===== src/rtl/stopwatch_pkg.sv =====
// stopwatch_pkg: shared types and constants for the stopwatch controller.
//   state_e      FSM state encoding (also driven onto the state port)
//   DIV_DEFAULT  default clk cycles per ce_tick (100 Hz at 100 MHz)
package stopwatch_pkg;

   typedef enum logic [1:0] {
      ST_IDLE  = 2'b00,
      ST_RUN   = 2'b01,
      ST_PAUSE = 2'b10,
      ST_DONE  = 2'b11
   } state_e;

   localparam int unsigned DIV_DEFAULT = 1_000_000;

endpackage


===== src/rtl/edge_det.sv =====
// edge_det: rising-edge detector for an already synchronized, debounced input.
// The previous-value register resets to 1 so a level held through reset
// does not register as an edge.
//   clk       system clock
//   rst       synchronous active-high reset
//   d_i       level input
//   rise_c_o  combinational pulse: d_i high now, low last cycle
module edge_det (
   input  logic clk,
   input  logic rst,
   input  logic d_i,
   output logic rise_c_o
);

   logic prev_q;

   // Previous-value register
   always_ff @(posedge clk) begin
      if (rst) prev_q <= 1'b1;
      else     prev_q <= d_i;
   end

   assign rise_c_o = d_i & ~prev_q;

endmodule


===== src/rtl/stopwatch_ctrl.sv =====
// stopwatch_ctrl: control FSM and tick prescaler for a BCD stopwatch datapath.
// Optional lap feature enabled by defining STOPWATCH_LAP_EN.
//   clk        system clock, rising edge
//   rst        synchronous active-high reset
//   btn_ss     start/stop button       btn_clr  clear button
//   btn_lap    lap button              ud_mode  requested direction (1 = up)
//   zero_flag  all datapath digits are 0
//   ce_tick    enable for the least-significant digit counter (combinational)
//   ud         direction to digit counters, latched at start
//   cnt_clr    one-cycle clear pulse to digit counters
//   lap_hold   freeze display register while counting continues
//   state      current FSM state
//   done       one-cycle pulse when a countdown reaches zero
module stopwatch_ctrl
   import stopwatch_pkg::*;
#(
   parameter int unsigned DIV = DIV_DEFAULT
) (
   input  logic       clk,
   input  logic       rst,
   input  logic       btn_ss,
   input  logic       btn_clr,
   input  logic       btn_lap,
   input  logic       ud_mode,
   input  logic       zero_flag,
   output logic       ce_tick,
   output logic       ud,
   output logic       cnt_clr,
   output logic       lap_hold,
   output logic [1:0] state,
   output logic       done
);

   localparam int unsigned PW = $clog2(DIV);

   state_e          state_q, state_d;
   logic [PW-1:0]   psc_q, psc_d;
   logic            ud_q, ud_d;
   logic            cnt_clr_q, cnt_clr_d;
   logic            lap_q, lap_d;
   logic            done_q, done_d;

   logic            ss_rise, clr_rise, lap_rise;
   logic            psc_wrap, count_end;

   edge_det u_ss  (.clk(clk), .rst(rst), .d_i(btn_ss),  .rise_c_o(ss_rise));
   edge_det u_clr (.clk(clk), .rst(rst), .d_i(btn_clr), .rise_c_o(clr_rise));
   edge_det u_lap (.clk(clk), .rst(rst), .d_i(btn_lap), .rise_c_o(lap_rise));

   assign psc_wrap  = (psc_q == PW'(DIV - 1));
   // Countdown has reached zero: no further ticks, head to DONE
   assign count_end = ~ud_q & zero_flag;

   // State and output registers
   always_ff @(posedge clk) begin
      if (rst) begin
         state_q   <= ST_IDLE;
         psc_q     <= '0;
         ud_q      <= 1'b1;
         cnt_clr_q <= 1'b0;
         lap_q     <= 1'b0;
         done_q    <= 1'b0;
      end else begin
         state_q   <= state_d;
         psc_q     <= psc_d;
         ud_q      <= ud_d;
         cnt_clr_q <= cnt_clr_d;
         lap_q     <= lap_d;
         done_q    <= done_d;
      end
   end

   // Next-state, prescaler and pulse logic; clear dominates every other event
   always_comb begin
      state_d   = state_q;
      psc_d     = psc_q;
      ud_d      = ud_q;
      cnt_clr_d = 1'b0;
      lap_d     = lap_q;
      done_d    = 1'b0;

      if (clr_rise) begin
         state_d   = ST_IDLE;
         psc_d     = '0;
         cnt_clr_d = 1'b1;
         lap_d     = 1'b0;
      end else begin
         unique case (state_q)
            ST_IDLE: begin
               psc_d = '0;
               lap_d = 1'b0;
               // A countdown from zero has nothing to count
               if (ss_rise && (ud_mode || !zero_flag)) begin
                  state_d = ST_RUN;
                  ud_d    = ud_mode;
               end
            end
            ST_RUN: begin
               if (count_end) begin
                  state_d = ST_DONE;
                  done_d  = 1'b1;
                  psc_d   = '0;
               end else if (ss_rise) begin
                  // Pause freezes the count; a tick issued this cycle is consumed
                  state_d = ST_PAUSE;
                  psc_d   = psc_wrap ? '0 : psc_q;
               end else begin
                  psc_d = psc_wrap ? '0 : psc_q + PW'(1);
               end
            end
            ST_PAUSE: begin
               if (ss_rise) state_d = ST_RUN;
            end
            ST_DONE: begin
               psc_d = '0;
            end
            default: state_d = ST_IDLE;
         endcase

`ifdef STOPWATCH_LAP_EN
         if (lap_rise) begin
            if (state_q == ST_RUN)        lap_d = ~lap_q;
            else if (state_q == ST_PAUSE) lap_d = 1'b0;
         end
`endif
      end
   end

`ifndef STOPWATCH_LAP_EN
   // Lap button kept for a uniform port list; unused in this build
   logic unused_lap;
   assign unused_lap = lap_rise;
`endif

   assign ce_tick  = (state_q == ST_RUN) & psc_wrap & ~count_end;
   assign ud       = ud_q;
   assign cnt_clr  = cnt_clr_q;
   assign lap_hold = lap_q;
   assign state    = state_q;
   assign done     = done_q;

endmodule


===== config.mk =====
export PLATFORM = sky130hd
export DESIGN_NAME = stopwatch_ctrl
export DESIGN_NICKNAME = d
export VERILOG_FILES = /design/src/rtl/stopwatch_pkg.sv /design/src/rtl/edge_det.sv /design/src/rtl/stopwatch_ctrl.sv
export SDC_FILE = /design/constraint.sdc
export NUM_CORES = 1
export LEC_CHECK = 0
export CORE_AREA = 2 2 62 64
export CTS_CLUSTER_DIAMETER = 120
export DETAILED_ROUTE_END_ITERATION = 16
export DIE_AREA = 0 0 64 66
export GPL_TIMING_DRIVEN = 0
export SLEW_MARGIN = 20
export SYNTH_ARGS = -nofsm -noshare
export SYNTH_HDL_FRONTEND = slang
export SYNTH_SLANG_ARGS = --single-unit

===== constraint.sdc =====
create_clock -name clk -period 2.38 [get_ports clk]
set_input_delay 0.714 -clock clk [delete_from_list [all_inputs] [get_ports clk]]
set_output_delay 0.714 -clock clk [all_outputs]
set_load 0.005 [all_outputs]

# --- Word-level counts from Yosys, hierarchy flattened ---
# Index checks and enable logic that the tools add are counted.
word_totals:
  ff_bits: 27
  input_bits: 7
  output_inout_bits: 7
  elab_cells: 51
classes:
  n_addsub: 1
  n_eq_ne: 8
  n_mux: 12
  n_bitwise: 11
  n_reduce_logical: 12
ops:
  columns: ["operator", "count"]
  rows:
  - ["$mux W20", 4]
  - ["$pmux W20 S2", 1]
  - ["$add A20 B1 Y20 const B", 1]
  - ["$eq A20 B20 Y1 const B", 1]
  - ["$mux W2", 4]
  - ["$not A1 Y1", 6]
  - ["$pmux W2 S3", 1]
  - ["$and A1 B1 Y1", 5]
  - ["$eq A2 B2 Y1 const B", 2]
  - ["$ne A2 B2 Y1 const B", 2]
  - ["$ne A4 B4 Y1 const B", 1]
  - ["$reduce_and A4 Y1", 1]
  - ["$reduce_or A2 Y1", 2]
  - ["$ne A3 B3 Y1 const B", 1]
  - ["$reduce_and A3 Y1", 1]
  - ["$reduce_bool A3 Y1", 1]
  - ["$reduce_or A3 Y1", 1]
  - ["$eq A2 B1 Y1 const B", 1]
  - ["$logic_not A2 Y1", 1]
  - ["$mux W1", 2]
  - ["$reduce_and A2 Y1", 1]
  - ["$reduce_bool A2 Y1", 1]
  - ["$logic_and A1 B1 Y1", 1]
  - ["$logic_not A1 Y1", 1]
  - ["$logic_or A1 B1 Y1", 1]

# --- Depth between registers and ports, before layout ---
depth:
  ltp_word: 5
  depth_mapped: 8
  mapped_depth_nobuf: 6

# --- Modules after synthesis ---
# Synthesis repeated with hierarchy kept, for this count alone.
hier_totals:
  hier_cells: 189
  area_unflattened_um2: 1507.7
modules_own_cells:
  columns: ["module", "instances", "cells_per_inst", "area_each_um2", "seq_area_each_um2"]
  rows:
  - ["stopwatch_ctrl", 1, 183, 1442.6, 500.5]
  - ["edge_det", 2, 3, 32.5, 20.0]

# --- Least setup slack after synthesis ---
# Ideal clock, no wire load.
synth_timing:
  path_kind: "register to output"
  startpoint: "register psc_q[10]"
  endpoint: "output ce_tick"
  arrival_time_ns: 1.513
  required_time_ns: 1.666
  setup_slack_ns: 0.153
  path_stages_with_launch: 5
  path_buffers: 0
  path_cell_list: "dfxtp_1 -> or4_4 -> nor4_4 -> nand2_1 -> nor2_1"
synth_via:
  elab_chain_cells: 3
synth_lines:
  columns: ["element", "line_no", "rtl"]
  rows:
  - ["start: declaration", "stopwatch_ctrl.sv:37", "logic [PW-1:0] psc_q, psc_d;"]
  - ["start signal: assignment", "stopwatch_ctrl.sv:65", "psc_q <= psc_d;"]
  - ["$eq A20 B20 Y1", "stopwatch_ctrl.sv:50", "assign psc_wrap = (psc_q == PW'(DIV - 1));"]
  - ["$and A1 B1 Y1 (2 in series)", "stopwatch_ctrl.sv:135", "assign ce_tick = (state_q == ST_RUN) & psc_wrap & ~count_end;"]
  - ["end: declaration", "stopwatch_ctrl.sv:26", "output logic ce_tick,"]
# Every way passes these cells.

# --- Worst setup path in the final report ---
# Same ends and word-level chain as after synthesis.

==> impl_metrics.json <==
{
  "maxUsedRoutingLayer": "met4",
  "dr_wl_met3_um": 223,
  "share_of_synthesized_flip_flops_with_an_asynchronous_set_or_reset_pct": 0,
  "netSwitchingFraction_pct": 31.5,
  "cellInternalPower_w": 0.000616,
  "violations": "negative setup slack",
  "cts.htree.levels": 1,
  "power.ir.vdd_worst_mv": 0.284,
  "grt_pass1_vias": 1506,
  "final_period_minus_worst_setup_slack_ps": 2560,
  "vias": 1564,
  "r2r-end": "psc_q[17]",
  "run_status": "finished, violations left",
  "worstSetupPathType": "flip-flop to primary output",
  "grt_max_degree": 15,
  "firstDrtPassIters": 4,
  "post_route_cells_drive_above_1_share_pct": 17.1,
  "critPathRequiredTime_ps": 1670,
  "finalWorstSetupSlack_ps": -175,
  "min_path_cells": 2,
  "hold_start": "psc_q[15]",
  "timing.slew.headroom_pct": 58.7,
  "worstHoldEndpoint": "psc_q[15]",
  "synth.yosys.seq_area_share_pct": 34.8,
  "route.met2.wl_um": 1950,
  "fillerInstances": 353,
  "remaining_drc_errors": 0,
  "crit_path_start_kind": "flip-flop",
  "synthesis.nets": 205,
  "grt_pass1_wl_um": 6680,
  "seqCellArea_um2": 556,
  "maxSlewViolCount": 0,
  "instances_no_fill": 265,
  "pwr-share-seq_pct": 52.3,
  "boundaryPins": 14,
  "hold_viol": 0,
  "clkTransAtPathRegs_ps": 150,
  "placedCellCount": 252,
  "ys_ff_latch": 27,
  "cts-hold-fix-buffers": 0,
  "postPlaceCellArea_um2": 1720,
  "place.port_buffers": 11,
  "initial_core_util_pct": 43.8,
  "synth_edf_count": 0,
  "synth.distinct_cells": 42,
  "critPathMaxFanout": 3,
  "synthMostInstantiatedCell": "sky130_fd_sc_hd__dfxtp_1",
  "grt_setup_unrepaired": "yes",
  "insertion_delay_ps": 330,
  "finClkSkew_ps": 8.83,
  "gp_routability_congestion": 0.847,
  "clock_sink_count": 27,
  "reg2reg_slack_ps": 140,
  "synth-main-ff-cell": "sky130_fd_sc_hd__dfxtp_1",
  "r2r_cells": 7,
  "detailedRoute.firstIterationViolations": 167,
  "timing.final.setup_violations": 1,
  "post-route-period-util_pct": 107,
  "post-synth-top-area-cell": "sky130_fd_sc_hd__dfxtp_1",
  "regToRegStartpoint": "psc_q[10]",
  "worst-slew-pin-transition_ps": 614,
  "ant_nets": 0,
  "cts_made_buffers": 3,
  "routed_via_density": 5.90,
  "core.rowCount": 22,
  "yosysWarnings": 0,
  "netlist_instances": 193,
  "synth.area.top_cells": "sky130_fd_sc_hd__dfxtp_1, sky130_fd_sc_hd__a31oi_1, sky130_fd_sc_hd__nand2_1",
  "maxCapViolations": 0,
  "core_area_um2": 3550,
  "cts_tree": "done",
  "grt_resource_usage_total_pct": 20.1,
  "multiInputGateArea_um2": 975,
  "min_path_type": "flip-flop to flip-flop",
  "design.die.area_um2": 4220,
  "powerDensity_nw_per_um2": 482,
  "relative_contribution_of_the_clock_network_to_total_power_pct": 22.8,
  "routedWlPerCell_um": 15.2,
  "globalRoute.totalOverflow": 0,
  "fin_tns_setup_ps": -175,
  "wirelength_um": 4040,
  "setup.worst_path.end_class": "primary output",
  "nets": 230,
  "width_of_the_die_um": 64,
  "clock-root-buffer": "sky130_fd_sc_hd__clkbuf_4",
  "postLayoutCoreUtil_pct": 52.5,
  "antenna_found_initial": 0,
  "die_y_um": 66,
  "area_growth_syn_to_layout_pct": 20.0,
  "finished_cell_area_um2": 1870,
  "place_hpwl_um": 2870,
  "clock_tree.buffer_depth": 2,
  "critical_path_arrival_ps": 1840,
  "wl_met1_um": 1750,
  "critPathLaunch": "psc_q[10]",
  "p_comb_share_pct": 24.9,
  "p_leak_nw": 0.616,
  "synth.avg_cell_area_um2": 8.05,
  "antenna-diode-count": 0,
  "power.switching_w": 0.000283,
  "synth.top_cells.by_count": "sky130_fd_sc_hd__dfxtp_1, sky130_fd_sc_hd__a31oi_1, sky130_fd_sc_hd__nand2_1",
  "synth_area_um2": 1550,
  "fmax_mhz": 391,
  "fraction_of_synthesized_cell_area_taken_by_the_top_area_cell_type_pct": 34.8
}
[through the flow]
stage	total power, W	hold slack, ps	setup WS (ps)
4_1_cts	0.000890	515	-171
5_1_grt	0.000936	531	-261
3_3_place_gp	0.000686	464	-505
2_1_floorplan	0.000625	451	153
3_5_place_dp	0.000692	480	-484
6_report	0.000899	519	-175
[how the worst max path moves through the flow]
stage                    to  slack [ps]  depth (start not counted)
global placement    ce_tick        -500                          5
finish              ce_tick        -180                          5
floorplan           ce_tick         150                          4
global route        ce_tick        -260                          5
CTS                 ce_tick        -170                          5
detailed placement  ce_tick        -480                          6
[metal layers]
| metal | track usage (%) | up-vias |
|---|---|---|
| li1 | - | 760 |
| met1 | 23.9 | 734 |
| met2 | 34.9 | 55 |
| met3 | 3.24 | 15 |
| met4 | 10.3 | 0 |
| met5 | 0 | - |
[registers in the layout, summed over array words and instances (netlist names)]
| register | count |
|---|---|
| psc_q | 20 |
| state | 2 |
| cnt_clr | 1 |
| done | 1 |
| u_clr.prev_q | 1 |
| u_ss.prev_q | 1 |
| ud | 1 |
[cell families after synthesis]
kind of cell / Yosys count / share of synthesized area (%)
AO/OA/AOI/OAI: 51 / 21.2
adder cells (fa/ha/maj): 5 / 4.03
buffers and inverters: 17 / 4.51
flip-flops: 27 / 34.8
multiplexers: 4 / 2.58
other: 1 / 0.241
AND/OR/NAND/NOR: 88 / 32.7
[critical path: stages (launching register included)]
cell and delay (ps):
sky130_fd_sc_hd__dfxtp_4 380, sky130_fd_sc_hd__or4_4 540, sky130_fd_sc_hd__nor4_4 290, sky130_fd_sc_hd__nand2_1 90, sky130_fd_sc_hd__nor2_1 90, sky130_fd_sc_hd__buf_2 120
[timing repair]
action,CTS,global route
gates resized for setup,14,11
setup endpoints to repair,13,15
pin swaps,4,5
setup buffers,3,7
hold endpoints to repair,0,0
[power groups by stage]
stage / registers, W / logic [W] / clock network, W
3_5_place_dp: 0.000483 / 0.000209 / 0
2_1_floorplan: 0.000482 / 0.000143 / 0
6_report: 0.000470 / 0.000224 / 0.000205
5_1_grt: 0.000472 / 0.000245 / 0.000218
3_3_place_gp: 0.000482 / 0.000204 / 0
4_1_cts: 0.000471 / 0.000213 / 0.000206
[area by class of cell]
class / count / area share (%)
plain buffers: 8 / 2.08
clock buffers: 4 / 1.41
inverters: 8 / 1.61
multi-input cells: 149 / 52.2
flip-flops and latches: 27 / 29.8
well taps: 48 / 3.22
repair buffers: 21 / 9.66
[cells in the final DEF (no fill, tap or decap), drive strengths merged, types with 5 or more instances in the layout]
master         synthesis  final
a31oi                 19     19
o21ai                 11     11
nor3                   6      6
nor2                  11     11
clkdlybuf4s50          0     10
nand2b                10     10
buf                    3     14
ha                     5      5
nor4                   7      7
nand2                 18     18
dfxtp                 27     27
nand3                  7      7
clkbuf                 6      9
inv                    8      8
and3                   5      5
a21oi                 10     10
a211oi                 5      5
Power figures use the tool's default switching activity.
